--- src/rtl/gshare_predictor.sv ---
// gshare branch predictor: 2-bit counter PHT indexed by PC[INDEX_W+1:2] ^ GHR, swept to weakly-not-taken after reset.
// Latency: prediction registered, valid one cycle after request; updates land on the next edge.
// Backpressure: none; o_ready low during the init sweep, requests/updates dropped then. Option: GSHARE_PREDICTOR_BYPASS_EN.
module gshare_predictor #(
   parameter int PC_W    = 32,
   parameter int INDEX_W = 6,
   parameter int GHR_W   = 6
) (
   input  logic               i_clk,
   input  logic               i_rst,
   output logic               o_ready,
   input  logic               i_pred_valid,
   input  logic [PC_W-1:0]    i_pred_pc,
   output logic               o_pred_valid,
   output logic               o_pred_taken,
   output logic [INDEX_W-1:0] o_pred_index,
   output logic [GHR_W-1:0]   o_pred_ghr,
   input  logic               i_upd_valid,
   input  logic [INDEX_W-1:0] i_upd_index,
   input  logic               i_upd_taken,
   input  logic               i_upd_mispredict,
   input  logic [GHR_W-1:0]   i_upd_ghr
);

   localparam int ENTRIES = 1 << INDEX_W;

   typedef enum logic {
      ST_INIT = 1'b0,
      ST_RUN  = 1'b1
   } state_t;

   state_t             state_q, state_d;
   logic [INDEX_W-1:0] ptr_q, ptr_d;
   logic [GHR_W-1:0]   ghr_q, ghr_d;
   logic [1:0]         pht [ENTRIES];

   logic               init_we;
   logic               pred_acc;
   logic               upd_acc;
   logic [INDEX_W-1:0] pred_idx;
   logic [1:0]         pred_cnt;
   logic [1:0]         upd_cnt_next;
   logic               pred_bit;

   // PC bits below the word offset and above the index, and the oldest
   // snapshot bit, have no role in indexing or repair.
   logic unused_bits;
   assign unused_bits = ^{i_pred_pc[PC_W-1:INDEX_W+2], i_pred_pc[1:0], i_upd_ghr[GHR_W-1]};

   // Saturating step: up on taken, down on not-taken.
   function automatic logic [1:0] cnt_step(input logic [1:0] c, input logic taken);
      logic [1:0] r;
      r = c;
      if (taken) begin
         if (c != 2'b11) r = c + 2'b01;
      end else begin
         if (c != 2'b00) r = c - 2'b01;
      end
      return r;
   endfunction

   assign o_ready = (state_q == ST_RUN);

   // Sweep/run sequencing: INIT writes one entry per cycle, RUN accepts traffic.
   always_comb begin
      state_d  = state_q;
      ptr_d    = ptr_q;
      init_we  = 1'b0;
      pred_acc = 1'b0;
      upd_acc  = 1'b0;
      case (state_q)
         ST_INIT: begin
            init_we = 1'b1;
            ptr_d   = ptr_q + 1'b1;
            if (ptr_q == {INDEX_W{1'b1}}) state_d = ST_RUN;
         end
         ST_RUN: begin
            pred_acc = i_pred_valid;
            upd_acc  = i_upd_valid;
         end
         default: state_d = ST_INIT;
      endcase
   end

   // Index hash, counter lookup (with optional same-index forwarding) and next GHR.
   always_comb begin
      pred_idx     = i_pred_pc[INDEX_W+1:2] ^ INDEX_W'(ghr_q);
      pred_cnt     = pht[pred_idx];
      upd_cnt_next = cnt_step(pht[i_upd_index], i_upd_taken);
`ifdef GSHARE_PREDICTOR_BYPASS_EN
      if (upd_acc && (i_upd_index == pred_idx)) pred_cnt = upd_cnt_next;
`endif
      pred_bit = pred_cnt[1];
      ghr_d    = ghr_q;
      // Repair wins over the speculative shift of a same-cycle prediction.
      if (upd_acc && i_upd_mispredict) begin
         ghr_d = {i_upd_ghr[GHR_W-2:0], i_upd_taken};
      end else if (pred_acc) begin
         ghr_d = {ghr_q[GHR_W-2:0], pred_bit};
      end
   end

   // Control state, history and registered prediction outputs.
   always_ff @(posedge i_clk or posedge i_rst) begin
      if (i_rst) begin
         state_q      <= ST_INIT;
         ptr_q        <= '0;
         ghr_q        <= '0;
         o_pred_valid <= 1'b0;
         o_pred_taken <= 1'b0;
         o_pred_index <= '0;
         o_pred_ghr   <= '0;
      end else begin
         state_q      <= state_d;
         ptr_q        <= ptr_d;
         ghr_q        <= ghr_d;
         o_pred_valid <= pred_acc;
         if (pred_acc) begin
            o_pred_taken <= pred_bit;
            o_pred_index <= pred_idx;
            o_pred_ghr   <= ghr_q;
         end
      end
   end

   // PHT storage: sweep writes during INIT, counter updates during RUN.
   always_ff @(posedge i_clk) begin
      if (init_we) begin
         pht[ptr_q] <= 2'b01;
      end else if (upd_acc) begin
         pht[i_upd_index] <= upd_cnt_next;
      end
   end

endmodule

--- config.mk ---
export PLATFORM = sky130hd
export DESIGN_NAME = gshare_predictor
export DESIGN_NICKNAME = d
export VERILOG_FILES = /design/src/rtl/gshare_predictor.sv
export SDC_FILE = /design/constraint.sdc
export NUM_CORES = 1
export LEC_CHECK = 0
export ABC_AREA = 1
export BUFFER_PORTS_ARGS = -buffer_cell sky130_fd_sc_hd__buf_4
export CAP_MARGIN = 20
export CORE_UTILIZATION = 35
export CTS_BUF_LIST = sky130_fd_sc_hd__clkbuf_2 sky130_fd_sc_hd__clkbuf_4 sky130_fd_sc_hd__clkbuf_8
export CTS_CLUSTER_DIAMETER = 60
export CTS_CLUSTER_SIZE = 40
export DETAILED_ROUTE_END_ITERATION = 7
export PLACE_DENSITY = 0.6
export SETUP_SLACK_MARGIN = 0.3
export SLEW_MARGIN = 20
export SYNTH_ARGS = -nofsm -noshare
export SYNTH_HDL_FRONTEND = slang
export SYNTH_SLANG_ARGS = --single-unit
--- constraint.sdc ---
create_clock -name i_clk -period 3.65 [get_ports i_clk]
set_input_delay 0.1825 -clock i_clk [delete_from_list [all_inputs] [get_ports i_clk]]
set_output_delay 0.1825 -clock i_clk [all_outputs]
set_load 0.005 [all_outputs]
==> results of run 1 <==
cells in the mapped netlist:
master and number:
nand3_2 3, a31oi_1 2, o21ai_2 1, dfrtp_1 27
nand3b_1 1, o21ai_0 27, nor2_2 1, nand3_1 172
nand2_2 1, nor3_1 3, o22ai_1 1, buf_1 4
nor2_1 65, buf_4 3, o211ai_1 2, o21ai_1 3
xnor2_1 4, inv_1 86, nand2_1 255, or2_2 3
xnor2_2 2, edfxtp_1 128, o31ai_1 1, clkinv_1 1
xor2_2 1, nand4_1 6, clkbuf_1 6, buf_2 22
ha_1 1, inv_2 4, xor2_1 4, a21oi_1 10
nor4_1 6, buf_6 2
worst paths after layout:
check,endpoint
max in group asynchronous,o_pred_index[5]
worst min register to register,o_pred_index[4]
min in group asynchronous,o_ready
worst min-delay path,ghr_q[3]
worst max register to register,pht[50][1]
worst max-delay path,pht[50][1]
state kept, by name (all words and copies together) (netlist names):
| signal | cells |
|---|---|
| ghr_q | 6 |
| o_pred_index | 6 |
| ptr_q | 6 |
| o_ready | 1 |
| o_pred_taken | 1 |
| o_pred_ghr | 6 |
| o_pred_valid | 1 |
| pht | 128 |
area by class of cell:
type	count	area share [%]
sequential	155	52.1
timing repair buffer	58	5.80
clock buffer	20	2.96
tap	275	3.96
multi-input combinational	575	30.1
clock inverter	11	1.14
inverter	91	3.94
worst max-delay path, cell delays in order, from the launching register on:
cell and delay [ns]:
dfrtp_1 0.44, nand2_1 0.32, inv_1 0.23, or2_2 0.34, o21ai_0 0.28, nand3_1 0.42
nor4_1 0.50
per-layer routing:
layer | up-vias | routed length [um] | global-route usage, %
met5 | - | 0 | 0
met4 | 0 | 376 | 5.40
met3 | 33 | 1180 | 4.18
met2 | 187 | 9960 | 32.6
met1 | 2872 | 8770 | 23.7
li1 | 2937 | - | -
report_power, final:
part,total (W),internal [W],switching (W)
Combinational,0.000252,0.0000847,0.000168
Clock,0.00119,0.000555,0.000635
Sequential,0.00189,0.00189,0
Total,0.00333,0.00253,0.000803
cell families (layout without fill, tap and decap cells):
group                      after synthesis  in the layout  share of synthesized area, %
AOI/OAI and AO/OA                       47             47                          3.27
buffers and inverters                  128            180                          6.98
adders and majority gates                1              1                         0.163
and+or+nand+nor                        516            516                          29.0
xor gates and xnor gates                11             11                          1.55
DFF                                    155            155                          59.0
cells in the final DEF, fill, tap and decap left out, types with 2 or more instances in the layout:
master,synthesis,routed
clkinvlp_4,0,3
nor3_1,3,3
dlygate4sd3_1,0,4
a31oi_1,2,2
nor2_1,65,64
xor2_1,4,4
o211ai_1,2,2
a21oi_1,10,10
or2_2,3,3
clkbuf_4,0,3
nand3_2,3,4
xnor2_2,2,2
clkinv_1,1,2
buf_4,3,50
xnor2_1,4,4
buf_12,0,3
nand2_1,255,255
clkbuf_8,0,17
inv_1,86,85
clkinv_4,0,2
dfrtp_1,27,27
nand4_1,6,6
o21ai_1,3,3
edfxtp_1,128,128
inv_2,4,4
nor4_1,6,6
o21ai_0,27,27
nand3_1,172,171
clkinv_2,0,4
metrics by stage:
step	instances	utilization (%)	hold slack [ns]
floorplan	858	-	0.235
global placement	1149	38.9	0.428
detailed placement	1149	38.9	0.429
CTS	1184	40.8	0.00478
global route	1185	40.9	0.00136
finish	1185	40.9	0.0235
timing repair:
item                                   in CTS  in global routing
setup buffers                               0                  0
hold buffers                                4                  0
endpoints found under the hold margin      12                  0
==> results.yml, run 1 <==
timing:
  setup_viol: 0
  period_share_pct: 78.9
  rsz0062_at_grt: "false"
  finalHoldViolations: 0
  tightest_slew_ns: 0.875
  fin_crit_ns: 2.88
  timing.final.ws_setup_ns: 0.771
  timing.fmax_mhz: 347
  slew_headroom_pct: 41.5
  tns_ns: 0
  slew_violations: 0
  finClkSkew_ns: 0.0124
worst_setup_path:
  ff2ff_path_depth: 6
  startpoint: "o_ready"
  rrSetupSlack_ns: 0.77
  regToRegStartpoint: "o_ready"
  arrival_ns: 2.97
  critPathLaunchType: "register"
  cp_max_fo: 11
  crit_type: "reg -> reg"
  cp-end-kind: "register"
  required_ns: 3.74
synthesis:
  yosysWarnings: 0
  synth_fp_nets: 909
  netlist_area_um2: 7660
  yosysUniqueCellTypes: 34
  post-synth-top-area-cell: "edfxtp_1"
  syn_inst: 858
  synth_seq_area_share_pct: 59.0
  synth_area_leaders: "edfxtp_1 (50%), nand2_1 (13%), nand3_1 (11%)"
  synth-seq-cells: 155
  synth.avg_cell_area_um2: 8.92
  synth_top_cell_area_share_pct: 50.2
place:
  port-buffer-count: 37
  placed_cell_area_um2: 8260
  gp_congestion: 0.862
  pre_cts_slack_ns: 0.795
  hpwl_mm: 12.8
cells_and_area:
  nets: 949
  multi_input_area_um2: 2620
  n_antenna_cell: 0
  register_area_um2: 4520
  area_delta_synth_final_pct: 13.4
  drive_above_1_share_pct: 11.3
  final_cell_area_um2: 8680
  fillCellCount: 2124
power:
  power_density_nw_per_um2: 384
  peakVddDrop_mv: 0.226
  leakage_nw: 3.72
  power_w: 0.00333
cts:
  cts.htree.levels: 4
  clock_sinks: 155
  clockRootBuffer: "clkbuf_8"
  cts_tree: "yes"
  cts_buffer_depth: 2
  clk-insertion-delay-late_ns: 0.45
  cts_resized: 0
  clk_pin_slew_ns: 0.08
  cts_buffers: 17
job:
  maxCapViolations: 0
global_route:
  grt_pass1_vias: 5666
  grt_pass1_wl_mm: 31.5
  grt_util_all_layers_pct: 18.9
  grt_max_degree: 61
  antenna_found_initial: 0
  gr-total-overflow: 0
floorplan:
  io_pins: 65
  fp.dieArea_um2: 22500
  start_util_pct: 36.1
  die_y_um: 150
  core_area_um2: 21200
  fp.dieW_um: 150
  fp-row-count: 53
routing:
  drc: 0
  drt_iter0_markers: 475
  vias_per_cell: 5.09
  ant_nets: 0
  wire_per_inst_um: 17.1
  via_count: 6029
  drt-pass1-iter-count: 7
  drt_wl_total_mm: 20.3
hold_path:
  hold_depth: 3
  hp-class: "in -> reg"
  hold_path.startpoint: "i_upd_ghr[2]"
run_status:
  status: "finished, final reports clean"
Note: power is estimated with default switching activity, not from simulation.
==> run 2, diff against run 1 <==
ABC_AREA = 0   (was 1)
PLACE_DENSITY = 0.63   (was 0.6)
clock period = 2.35 ns   (was 3.65 ns; I/O delays follow)
==> results.yml, run 2 <==
global_route:
  antenna_found_initial: 0
  grt_pass1_vias: 4699
  gr-total-overflow: 0
  grt_util_all_layers_pct: 17.7
  grt_pass1_wl_mm: 27.4
  grt_max_degree: 33
cts:
  cts_buffer_depth: 2
  cts_buffers: 17
  clk_pin_slew_ns: 0.08
  clockRootBuffer: "clkbuf_8"
  clock_sinks: 155
  cts_tree: "yes"
  clk-insertion-delay-late_ns: 0.47
  cts.htree.levels: 4
routing:
  drt-pass1-iter-count: 5
  drt_iter0_markers: 493
  drt_wl_total_mm: 17.9
  vias_per_cell: 5.39
  via_count: 4651
  drc: 0
  wire_per_inst_um: 20.7
  ant_nets: 0
worst_setup_path:
  crit_type: "reg -> reg"
  ff2ff_path_depth: 8
  worstPathCellList: "mux4_2 -> mux2i_2 -> a21oi_1 -> and3_4 -> nor4_4 -> buf_4 -> a21oi_4 -> buf_12"
  critPathLaunchType: "register"
  cpPeakStageDelay_ns: 0.50
  arrival_ns: 2.58
  required_ns: 2.55
  cp-end-kind: "register"
  cpMaxStageDelayCell: "mux4_2"
  cp_max_fo: 28
cells_and_area:
  drive_above_1_share_pct: 37.4
  final_common_cell: "edfxtp_1"
  nets: 631
  final_cell_area_um2: 8850
  n_antenna_cell: 0
  top_register: "pht"
  area_delta_synth_final_pct: 23.2
  largest_reg_flops: 128
  layout_common_cells: "edfxtp_1 (128), buf_4 (74), nor2_1 (46)"
  fillCellCount: 1821
  layout.cells.non_filler: 863
place:
  gp_congestion: 0.853
  port-buffer-count: 37
  pre_cts_slack_ns: -0.197
  hpwl_mm: 12.3
  placed_cells: 817
  placed_cell_area_um2: 8160
synthesis:
  yosysWarnings: 0
  synth.most_common_cell: "edfxtp_1"
  synth_edf_count: 128
  synth_seq_area_share_pct: 62.9
  synth_fp_nets: 541
  synth-main-ff-cell: "edfxtp_1"
  yosysUniqueCellTypes: 46
  syn_inst: 490
  async_flop_share_pct: 17.4
  synth_area_leaders: "edfxtp_1 (54%), mux4_2 (12%), dfrtp_1 (9.4%)"
  ys_top_cells_by_count: "edfxtp_1 (128), nor2_1 (72), nand2_1 (56), mux4_2 (38), dfrtp_1 (27)"
  netlist_area_um2: 7180
  post-synth-top-area-cell: "edfxtp_1"
  synth-seq-cells: 155
  synth.avg_cell_area_um2: 14.7
  synth_top_cell_area_share_pct: 53.5
floorplan:
  start_util_pct: 35.6
  io_pins: 65
  core_area_um2: 20200
  fp.dieW_um: 145
  die_y_um: 145
  fp-row-count: 52
  fp.dieArea_um2: 21100
job:
  maxCapViolations: 0
timing:
  tightest_slew_ns: 0.950
  setup_viol: 56
  period_share_pct: 101
  fin_crit_ns: 2.38
  slew_violations: 0
  slew_headroom_pct: 36.3
  finClkSkew_ns: 0.0182
  rsz0062_at_grt: "true"
  holdWs_ns: 0.104
  timing.final.ws_setup_ns: -0.0289
  timing.fmax_mhz: 420
  finalHoldViolations: 0
run_status:
  violations: "negative setup slack"
  status: "complete, but fails checks"
power:
  power_w: 0.00521
  peakVddDrop_mv: 0.370
  leakage_nw: 2.71
  power_density_nw_per_um2: 589
hold_path:
  hold_depth: 3
  hp-class: "in -> reg"
## run 2: power by group
part | switching, W | internal, W | total [W]
Clock | 0.00104 | 0.000970 | 0.00201
Combinational | 0.000139 | 0.000130 | 0.000269
Sequential | 0 | 0.00293 | 0.00293
## run 2: area by class of cell
type                    instances  area (um^2)  share of cell area (%)
repair buffers                 92          818                    9.24
well taps                     270          338                    3.82
multi-input cells             310         2770                    31.3
clock inverters                13          143                    1.61
inverters                       4         15.0                   0.170
flip-flops and latches        155         4520                    51.1
clock buffers                  19          249                    2.81
## run 2: path summary, 6_finish.rpt
kind / startpoint / to / slack [ns]
max: pht[39][1] / pht[22][0] / -0.03
min reg2reg: o_pred_ghr[5] / o_pred_ghr[5] / 0.49
min: i_pred_pc[7] / o_pred_index[5] / 0.10
min in group asynchronous: i_rst / ptr_q[4] / 0.31
max in group asynchronous: i_rst / o_ready / 1.56
max reg2reg: pht[39][1] / pht[22][0] / -0.03
## run 2: per-layer routing
metal	part of all wire (%)	up-vias	global-route usage (%)
met2	47	188	27.4
li1	-	2080	-
met4	1.6	0	5.58
met1	44	2360	24.1
met5	0	-	0
met3	7.4	23	4.94
## run 2: logic make-up (layout without fill, tap and decap cells)
logic type      count (synthesis)  in the layout  share of synthesized area (%)
compound gates                 62             62                           5.36
buf+inv                        25            128                           1.78
xor+xnor                       13             13                           1.95
flops                         155            155                           62.9
fa+ha+maj                       1              1                          0.174
mux                            62             62                           17.1
simple gates                  172            172                           10.7
## run 2: per-stage QoR
stage | TNS (ns) | utilization, %
after global placement | -19.70 | 40.4
after floorplan | 0 | -
after global routing | -10.80 | 43.9
final | -1.12 | 43.9
after CTS | 0 | 43.3
after detailed placement | -23.42 | 40.4
## run 2: repair_timing
item | 4_1_cts | 5_1_grt
setup buffers | 4 | 2
hold buffers | 8 | 0
pin swaps | 2 | 1
hold endpoints to repair | 34 | 0
endpoints found under the setup margin | 176 | 258
gates resized for setup | 19 | 44
## run 2: critical path: cells and delay by family, from the launching register on
family / cells / cell delay [ns]
AO/OA/AOI/OAI: 2 / 0.16
buffers and inverters: 2 / 0.33
flip-flops: 1 / 0.42
multiplexers: 2 / 0.74
AND/OR/NAND/NOR: 2 / 0.46
